$ cat src/rtl/mitm_pkg.sv
// Shared types and helpers for the MITM serial buffers (read and write side).
package mitm_pkg;

   typedef enum logic [1:0] {
      IDLE    = 2'd0,
      READING = 2'd1,
      COMMIT  = 2'd2
   } sr_state_t;

   // Width of a bit counter that must be able to hold the value `size`.
   function automatic int read_count_width(input int size);
      return $clog2(size + 1);
   endfunction

endpackage

$ cat src/rtl/serial_read_buffer.sv
// Serial-to-parallel capture: samples data_in on each read_sig strobe, MSB first,
// and publishes the bits left-aligned on data_out once the requested count arrives.
module serial_read_buffer
   import mitm_pkg::*;
#(
   parameter int BUF_SIZE        = 8,
   parameter int READ_COUNT_SIZE = read_count_width(BUF_SIZE)
) (
   input  logic                       sys_clk,
   input  logic                       rst,
   input  logic                       start,
   input  logic                       read_sig,
   input  logic                       data_in,
   input  logic [READ_COUNT_SIZE-1:0] read_count,
   output logic [BUF_SIZE-1:0]        data_out,
   output logic                       done_sig
);

   localparam int IDX_W = (BUF_SIZE > 1) ? $clog2(BUF_SIZE) : 1;
   localparam logic [READ_COUNT_SIZE-1:0] MAX_N = READ_COUNT_SIZE'(BUF_SIZE);

   sr_state_t                  r_state;
   sr_state_t                  w_next_state;
   logic [READ_COUNT_SIZE-1:0] r_n;
   logic [READ_COUNT_SIZE-1:0] r_k;
   logic [READ_COUNT_SIZE-1:0] w_n_clamped;
   logic [READ_COUNT_SIZE-1:0] w_k_inc;
   logic [BUF_SIZE-1:0]        r_shift;
   logic [BUF_SIZE-1:0]        r_data_out;
   logic [BUF_SIZE-1:0]        w_keep_mask;
   logic [IDX_W-1:0]           w_pos;
   logic                       w_start_ok;
   logic                       w_strobe;
   logic                       w_last;

   // Oversized requests are clamped to the buffer capacity rather than rejected.
   assign w_n_clamped = (read_count > MAX_N) ? MAX_N : read_count;
   assign w_k_inc     = r_k + READ_COUNT_SIZE'(1);
   assign w_pos       = IDX_W'(BUF_SIZE - 1) - IDX_W'(r_k);
   assign w_start_ok  = start && (r_state == IDLE);
   assign w_strobe    = read_sig && (r_state == READING);
   assign w_last      = w_strobe && (w_k_inc == r_n);
   assign w_keep_mask = ~({BUF_SIZE{1'b1}} >> r_n);

   // NOTE: sequential state uses non-blocking (<=) so every flop samples pre-edge values.
   always_ff @(posedge sys_clk) begin
      if (!rst) r_state <= IDLE;
      else      r_state <= w_next_state;
   end

   // NOTE: every output of this block is given a default first, so no path infers a latch.
   always_comb begin
      w_next_state = r_state;
      done_sig     = 1'b1;
      unique case (r_state)
         IDLE: begin
            if (start) w_next_state = (w_n_clamped == '0) ? COMMIT : READING;
         end
         READING: begin
            done_sig = 1'b0;
            if (w_last) w_next_state = COMMIT;
         end
         COMMIT: begin
            // A zero-length capture never drops done_sig.
            done_sig     = (r_n == '0);
            w_next_state = IDLE;
         end
         default: w_next_state = IDLE;
      endcase
   end

   // NOTE: the shift register is a handful of flops, not a RAM, so it is reset like any other state.
   always_ff @(posedge sys_clk) begin
      if (!rst) begin
         r_n        <= '0;
         r_k        <= '0;
         r_shift    <= '0;
         r_data_out <= '0;
      end else begin
         if (w_start_ok) begin
            r_n     <= w_n_clamped;
            r_k     <= '0;
            r_shift <= '0;
         end else if (w_strobe) begin
            r_shift[w_pos] <= data_in;
            r_k            <= w_k_inc;
         end
         if (r_state == COMMIT) r_data_out <= r_shift & w_keep_mask;
      end
   end

   assign data_out = r_data_out;

endmodule
$ cat config.mk
export PLATFORM = sky130hd
export DESIGN_NAME = serial_read_buffer
export DESIGN_NICKNAME = d
export VERILOG_FILES = /design/src/rtl/mitm_pkg.sv /design/src/rtl/serial_read_buffer.sv
export SDC_FILE = /design/constraint.sdc
export NUM_CORES = 1
export LEC_CHECK = 0
export CAP_MARGIN = 20
export CORE_MARGIN = 3
export CORE_UTILIZATION = 52
export DETAILED_ROUTE_END_ITERATION = 8
export PLACE_DENSITY_LB_ADDON = 0.1
export SETUP_SLACK_MARGIN = 0.4
export SLEW_MARGIN = 0
export SYNTH_ARGS = -nofsm -noshare
export SYNTH_HDL_FRONTEND = slang
export SYNTH_SLANG_ARGS = --single-unit
$ cat constraint.sdc
create_clock -name sys_clk -period 1.6 [get_ports sys_clk]
set_input_delay 0.16 -clock sys_clk [delete_from_list [all_inputs] [get_ports sys_clk]]
set_output_delay 0.16 -clock sys_clk [all_outputs]
set_load 0.005 [all_outputs]
## Word-level counts from Yosys, hierarchy flattened

Index checks and enable logic that the tools add are counted.

| cells by class | value |
|---|---|
| bitwise operators | 3 |
| add/sub/neg operators | 2 |
| mux-type cells | 9 |
| shift operators | 1 |
| div/mod/pow operators | 0 |
| equality and inequality tests | 5 |
| magnitude comparators | 3 |
| multipliers | 0 |
| reductions and logical operators | 9 |

Operators with widths:

| cell | number |
|---|---|
| $and A8 B8 Y8 | 1 |
| $bwmux W8 | 1 |
| $logic_not A4 Y1 | 2 |
| $not A8 Y8 | 1 |
| $shr A8 B4 Y8 const A | 1 |
| $mux W2 | 3 |
| $add A4 B1 Y4 const B | 1 |
| $eq A4 B4 Y1 | 1 |
| $gt A4 B4 Y1 const B | 1 |
| $logic_and A1 B1 Y1 | 4 |
| $lt A3 B4 Y1 const B | 1 |
| $mux W4 | 1 |
| $ne A2 B2 Y1 const B | 2 |
| $pmux W2 S2 | 1 |
| $demux W1 S3 | 1 |
| $ge A3 B1 Y1 const B | 1 |
| $sub A3 B3 Y3 const A | 1 |
| $eq A2 B1 Y1 const B | 1 |
| $eq A2 B2 Y1 const B | 1 |
| $logic_not A2 Y1 | 1 |
| $pmux W1 S2 | 1 |
| $reduce_and A2 Y1 | 1 |
| $reduce_or A2 Y1 | 1 |
| $mux W1 | 1 |
| $not A1 Y1 | 1 |

| word-level totals | value |
|---|---|
| memory bits (writable) | 0 |
| flip-flop bits (word level) | 26 |
| ROM bits | 0 |
| memories kept | 0 |
| input port bits | 9 |
| latch bits | 0 |

## Depth between registers and ports, before layout

Gate-level depths: netlist of run 1.

| depth | value |
|---|---|
| depth in word-level cells | 6 |
| mapped depth | 5 |
| mapped depth without buffers | 5 |

## Worst setup path before layout of run 1

Ideal clock, no wire load.

| timing | value |
|---|---|
| path kind | register -> register |
| from | register r_k[0] |
| to | register r_shift[2] |
| period minus slack after synthesis | 1.281 ns |
| required time | 1.486 ns |
| stages on the path, launching flop included | 6 |
| arrival time | 1.166 ns |
| setup slack | 0.319 ns |
| path buffers | 1 |
| path through | dfxtp_1 > buf_2 > nand4b_1 > nor3b_1 > mux2i_1 > nor2_1 |

| between the ends | value |
|---|---|
| cells in the longest elaborated chain, start to end | 6 |
| elaborated cells on any way between the ends | 7 |
| classes of those cells | 1 x add/sub; 2 x order compare; 3 x mux; 1 x reduce/logical |

RTL lines:

| element | RTL line | RTL |
|---|---|---|
| start: declaration | serial_read_buffer.sv:25 | `logic [READ_COUNT_SIZE-1:0] r_k;` |
| start signal: assignment | serial_read_buffer.sv:86 | `r_k <= w_k_inc;` |
| $sub A3 B3 Y3 (*) | serial_read_buffer.sv:39 | `assign w_pos = IDX_W'(BUF_SIZE - 1) - IDX_W'(r_k);` |
| $lt A3 B4 Y1 (implied by the code) or $ge A3 B1 Y1 (tied branches) | serial_read_buffer.sv:85 | `r_shift[w_pos] <= data_in;` |
| $logic_and A1 B1 Y1 (implied by the code) | serial_read_buffer.sv:85 |  |
| $mux W1 (implied by the code) | serial_read_buffer.sv:85 |  |
| $demux W1 S3 (*) | serial_read_buffer.sv:85 |  |
| $bwmux W8 (*) | serial_read_buffer.sv:85 |  |
| end signal: indexed assignment | serial_read_buffer.sv:85 |  |
| end: declaration | serial_read_buffer.sv:28 | `logic [BUF_SIZE-1:0] r_shift;` |

Mark *: on every way between the ends. The rest lies on a longest branch, timed or not.
A chain may end at the register's enable or synchronous reset.

## Worst setup path after layout of run 1

| timing | value |
|---|---|
| from | register r_n[0] |
| to | output port done_sig |

| between the ends | value |
|---|---|
| cells in the longest elaborated chain, start to end | 2 |

RTL lines:

| element | RTL line | RTL |
|---|---|---|
| start: declaration | serial_read_buffer.sv:24 | `logic [READ_COUNT_SIZE-1:0] r_n;` |
| start signal: assignment | serial_read_buffer.sv:81 | `r_n <= w_n_clamped;` |
| $logic_not A4 Y1 | serial_read_buffer.sv:65 | `done_sig = (r_n == '0);` |
| $pmux W1 S2 | serial_read_buffer.sv:55 | `unique case (r_state)` |
| end: declaration | serial_read_buffer.sv:16 | `output logic done_sig` |

No other way between the ends.

==> summary.txt, run 1 <==
Timing
  • Clock skew: 0.00568 ns
  • Final worst path period share: 101%
  • # setup viols final: 1
  • Final hold viol count: 0
  • Slew margin rel.: 74.9%
  • Worst-Margin Slew: 0.373 ns
  • RSZ-0062 raised after global routing: true
  • Peak Freq: 0.617 GHz
  • Total Neg Setup Slack: -0.0211 ns
  • Final min period: 1.62 ns
  • Final Slew Violations: 0
  • PnR worst setup slack: -0.0211 ns

Min path
  • Hold path depth: 2
  • Hold endpoint: data_out[7]$_SDFFE_PN0N_
  • Hold Path Class: reg2reg
  • Min-delay src: data_out[7]$_SDFFE_PN0N_

Finish
  • Final core utilization: 81.9%
  • Multi-input gate area: 851 µm²
  • Diodes inserted: 0
  • FF+latch area: 547 µm²
  • Final #Nets: 181
  • Share of layout cells above drive strength 1: 41.8%
  • Fillers: 134
  • Synth-to-layout area growth: 48.0%
  • Design area: 0.00185 mm²

Floorplanning
  • Starting Density: 55.3%
  • Die span in x: 55.0 µm
  • Top-Level Pins: 18
  • Die Area: 0.00302 mm²
  • Core area: 0.00225 mm²
  • FP Rows: 17
  • Vert. Die Dim: 55.0 µm

Detailed routing
  • DR DRC count: 0
  • Via density: 5.62
  • First-pass detailed-route iteration total: 4
  • Via Count: 1113
  • Iteration-0 DRC Markers: 24
  • Post-detailed-routing wire length: 3.17 mm
  • Routed len/inst: 16.0 µm
  • Antenna Nets Post-Route: 0

Logic synthesis
  • Synthesized area per cell: 9.11 µm²
  • Yosys warnings: 0
  • Top_reg_cell synth: dfxtp_1
  • Register area share after synthesis: 41.7%
  • Asr flop ratio synth: 0%
  • Mapped Area: 0.00125 mm²
  • Post-synthesis cell count: 137
  • Number of flops mapped to enable cells by yosys: 0
  • Synth top area share: 41.7%
  • Area leader, netlist: dfxtp_1
  • Mapped Nets: 147
  • Cell with the most instances after synthesis: dfxtp_1
  • Most common library cells after synthesis: dfxtp_1, nand2_1, nor2_1
  • Distinct cells, synth: 38
  • Top post-synthesis cells by area: dfxtp_1, mux2i_1, a21boi_0
  • Post-synthesis register bit count: 26

Outcome
  • Failing checks: negative setup slack
  • Status: finished with violations

Critical path
  • Worst Path Max Fanout: 2
  • Critical Path End Type: output pin
  • R2R depth: 5
  • Type of origin of the critical path: register
  • Top delay family on crit path: simple AND/OR/NAND/NOR gates
  • Slowest library cell on the worst path: or4_4
  • Req. time, crit path: 1.44 ns
  • Crit path kind: reg2out
  • Worst r2r dst: data_out[7]$_SDFFE_PN0N_
  • CP Depth: 3
  • Worst EP arrival: 1.46 ns
  • CP peak stage delay: 0.54 ns
  • Cells along the critical path: or4_4 > a21oi_2 > buf_2
  • R2r startpoint: r_n[0]$_SDFFE_PN0P_
  • FF-to-FF setup slack: 0.19 ns
  • WP buf/inv: 1

Placement
  • I/O Buffers: 17
  • Dpl ws: -0.0272 ns
  • RD Place Congestion: 0.784
  • Post-DP HPWL: 1.86 mm
  • Placed instance area: 0.00149 mm²

Power and ir drop
  • Pwr Total: 1.22 mW
  • Pwr Density: 658 mW/mm²
  • Maximum vdd drop: 548 µV
  • Leak: 0.729 nW

Clocking
  • TritonCTS clock tree: yes
  • CTS Buf Count: 3
  • H-tree Lvls: 1
  • Worst-Skew Late Latency: 0.32 ns
  • Sink Count: 26
  • CTS max path bufs: 2
  • Clk slew on worst S/H paths: 0.13 ns
  • CTS hold repair buffers: 0
  • Root Driver: clkbuf_4

Global routing
  • First-pass GRT wire length: 4.51 mm
  • Initial antenna violation count: 0
  • Largest net degree at the start of global routing: 15
  • Vias in the first global route: 1045
  • Total global routing overflow: 0
  • Gr usage total: 21.0%

Flow run
  • Max_cap viols: 0
[placed cells by master, fill, tap and decap left out, types with 2 or more instances in the layout]
cell | synthesis | final
mux2i_1 | 9 | 9
nor2_1 | 12 | 11
or3b_4 | 0 | 2
nor4b_4 | 0 | 2
xnor2_1 | 5 | 4
buf_4 | 1 | 12
nand3_1 | 9 | 8
clkdlybuf4s50_1 | 0 | 8
nor2b_1 | 4 | 4
buf_6 | 1 | 7
a21boi_1 | 0 | 2
a21boi_0 | 8 | 6
a21oi_2 | 0 | 4
nor3b_4 | 0 | 2
nor3b_2 | 0 | 3
a21oi_1 | 6 | 2
o211ai_1 | 2 | 2
nand2_4 | 0 | 3
xor2_1 | 4 | 3
clkbuf_4 | 0 | 3
dfxtp_4 | 0 | 3
buf_8 | 0 | 2
nand2_1 | 12 | 9
dfxtp_2 | 0 | 12
dfxtp_1 | 26 | 11
dlygate4sd2_1 | 0 | 8
[per-layer routing]
| layer | up-vias | GRT usage (%) | share of wire, % |
|---|---|---|---|
| li1 | 541 | - | - |
| met1 | 553 | 25.3 | 45 |
| met2 | 14 | 36.8 | 52 |
| met3 | 5 | 3.22 | 2.3 |
| met4 | 0 | 8.50 | 1.1 |
| met5 | - | 0 | 0 |
[per-stage QoR]
stage	std cells	hold slack, ns
2_1_floorplan	137	0.282
3_3_place_gp	181	0.453
3_5_place_dp	181	0.456
4_1_cts	195	0.445
5_1_grt	198	0.481
6_report	198	0.465
[area by class of cell]
| type | instances | area share [%] |
|---|---|---|
| clock buffers | 4 | 1.96 |
| inverters | 1 | 0.203 |
| multi-input cells | 100 | 46.1 |
| flip-flops and latches | 26 | 29.6 |
| well taps | 28 | 1.90 |
| repair buffers | 39 | 20.3 |
[registers in the layout (all words and copies together), names as in the netlist]
| register | cells |
|---|---|
| r_state | 2 |
| r_n | 4 |
| r_shift | 8 |
| data_out | 8 |
| r_k | 4 |
[worst min-delay path: stages (launching register included)]
cell and delay [ns]:
dfxtp_2 0.34, nand2_1 0.05, a21boi_1 0.05
[kinds of logic after synthesis]
kind of cell               Yosys count  share of synthesized area, %
DFF                                 26                          41.7
AOI/OAI and AO/OA                   23                          12.6
buffers and inverters               12                          5.22
and+or+nand+nor                     57                          25.9
xor gates and xnor gates             9                          6.32
muxes                                9                          7.22
adders and majority gates            1                          1.00
[how the worst max path moves through the flow]
stage / startpoint / endpoint / slack (ns)
detailed placement: start / r_shift[5]$_SDFFE_PP0P_ / -0.03
finish: r_n[0]$_SDFFE_PN0P_ / done_sig / -0.02
global placement: r_n[0]$_SDFFE_PN0P_ / done_sig / -0.0005
floorplan: r_k[1]$_SDFFE_PP0P_ / r_state[0]$_SDFFE_PN0P_ / 0.37
global route: r_n[0]$_SDFFE_PN0P_ / done_sig / -0.08
CTS: r_n[2]$_SDFFE_PN0P_ / done_sig / -0.02
[what timing repair did]
item,in CTS,in global routing
resized for setup,58,15
gates cloned,1,0
hold endpoints to repair,0,0
setup endpoints to repair,29,24
pin swaps,13,12
buffers inserted,9,3
[where the power goes]
part	internal (mW)	total, mW	switching (mW)	leakage [nW]
clock network	0.139	0.330	0.191	0.0210
registers	0.655	0.667	0.0115	0.218
logic	0.117	0.219	0.102	0.490
Note: power is estimated with default switching activity, not from simulation.
==> run 2, diff against run 1 <==
Settings changed: CAP_MARGIN 20 to unset.
==> results of run 2 <==
Final layout, timing and power as in run 1 (identical DEF).
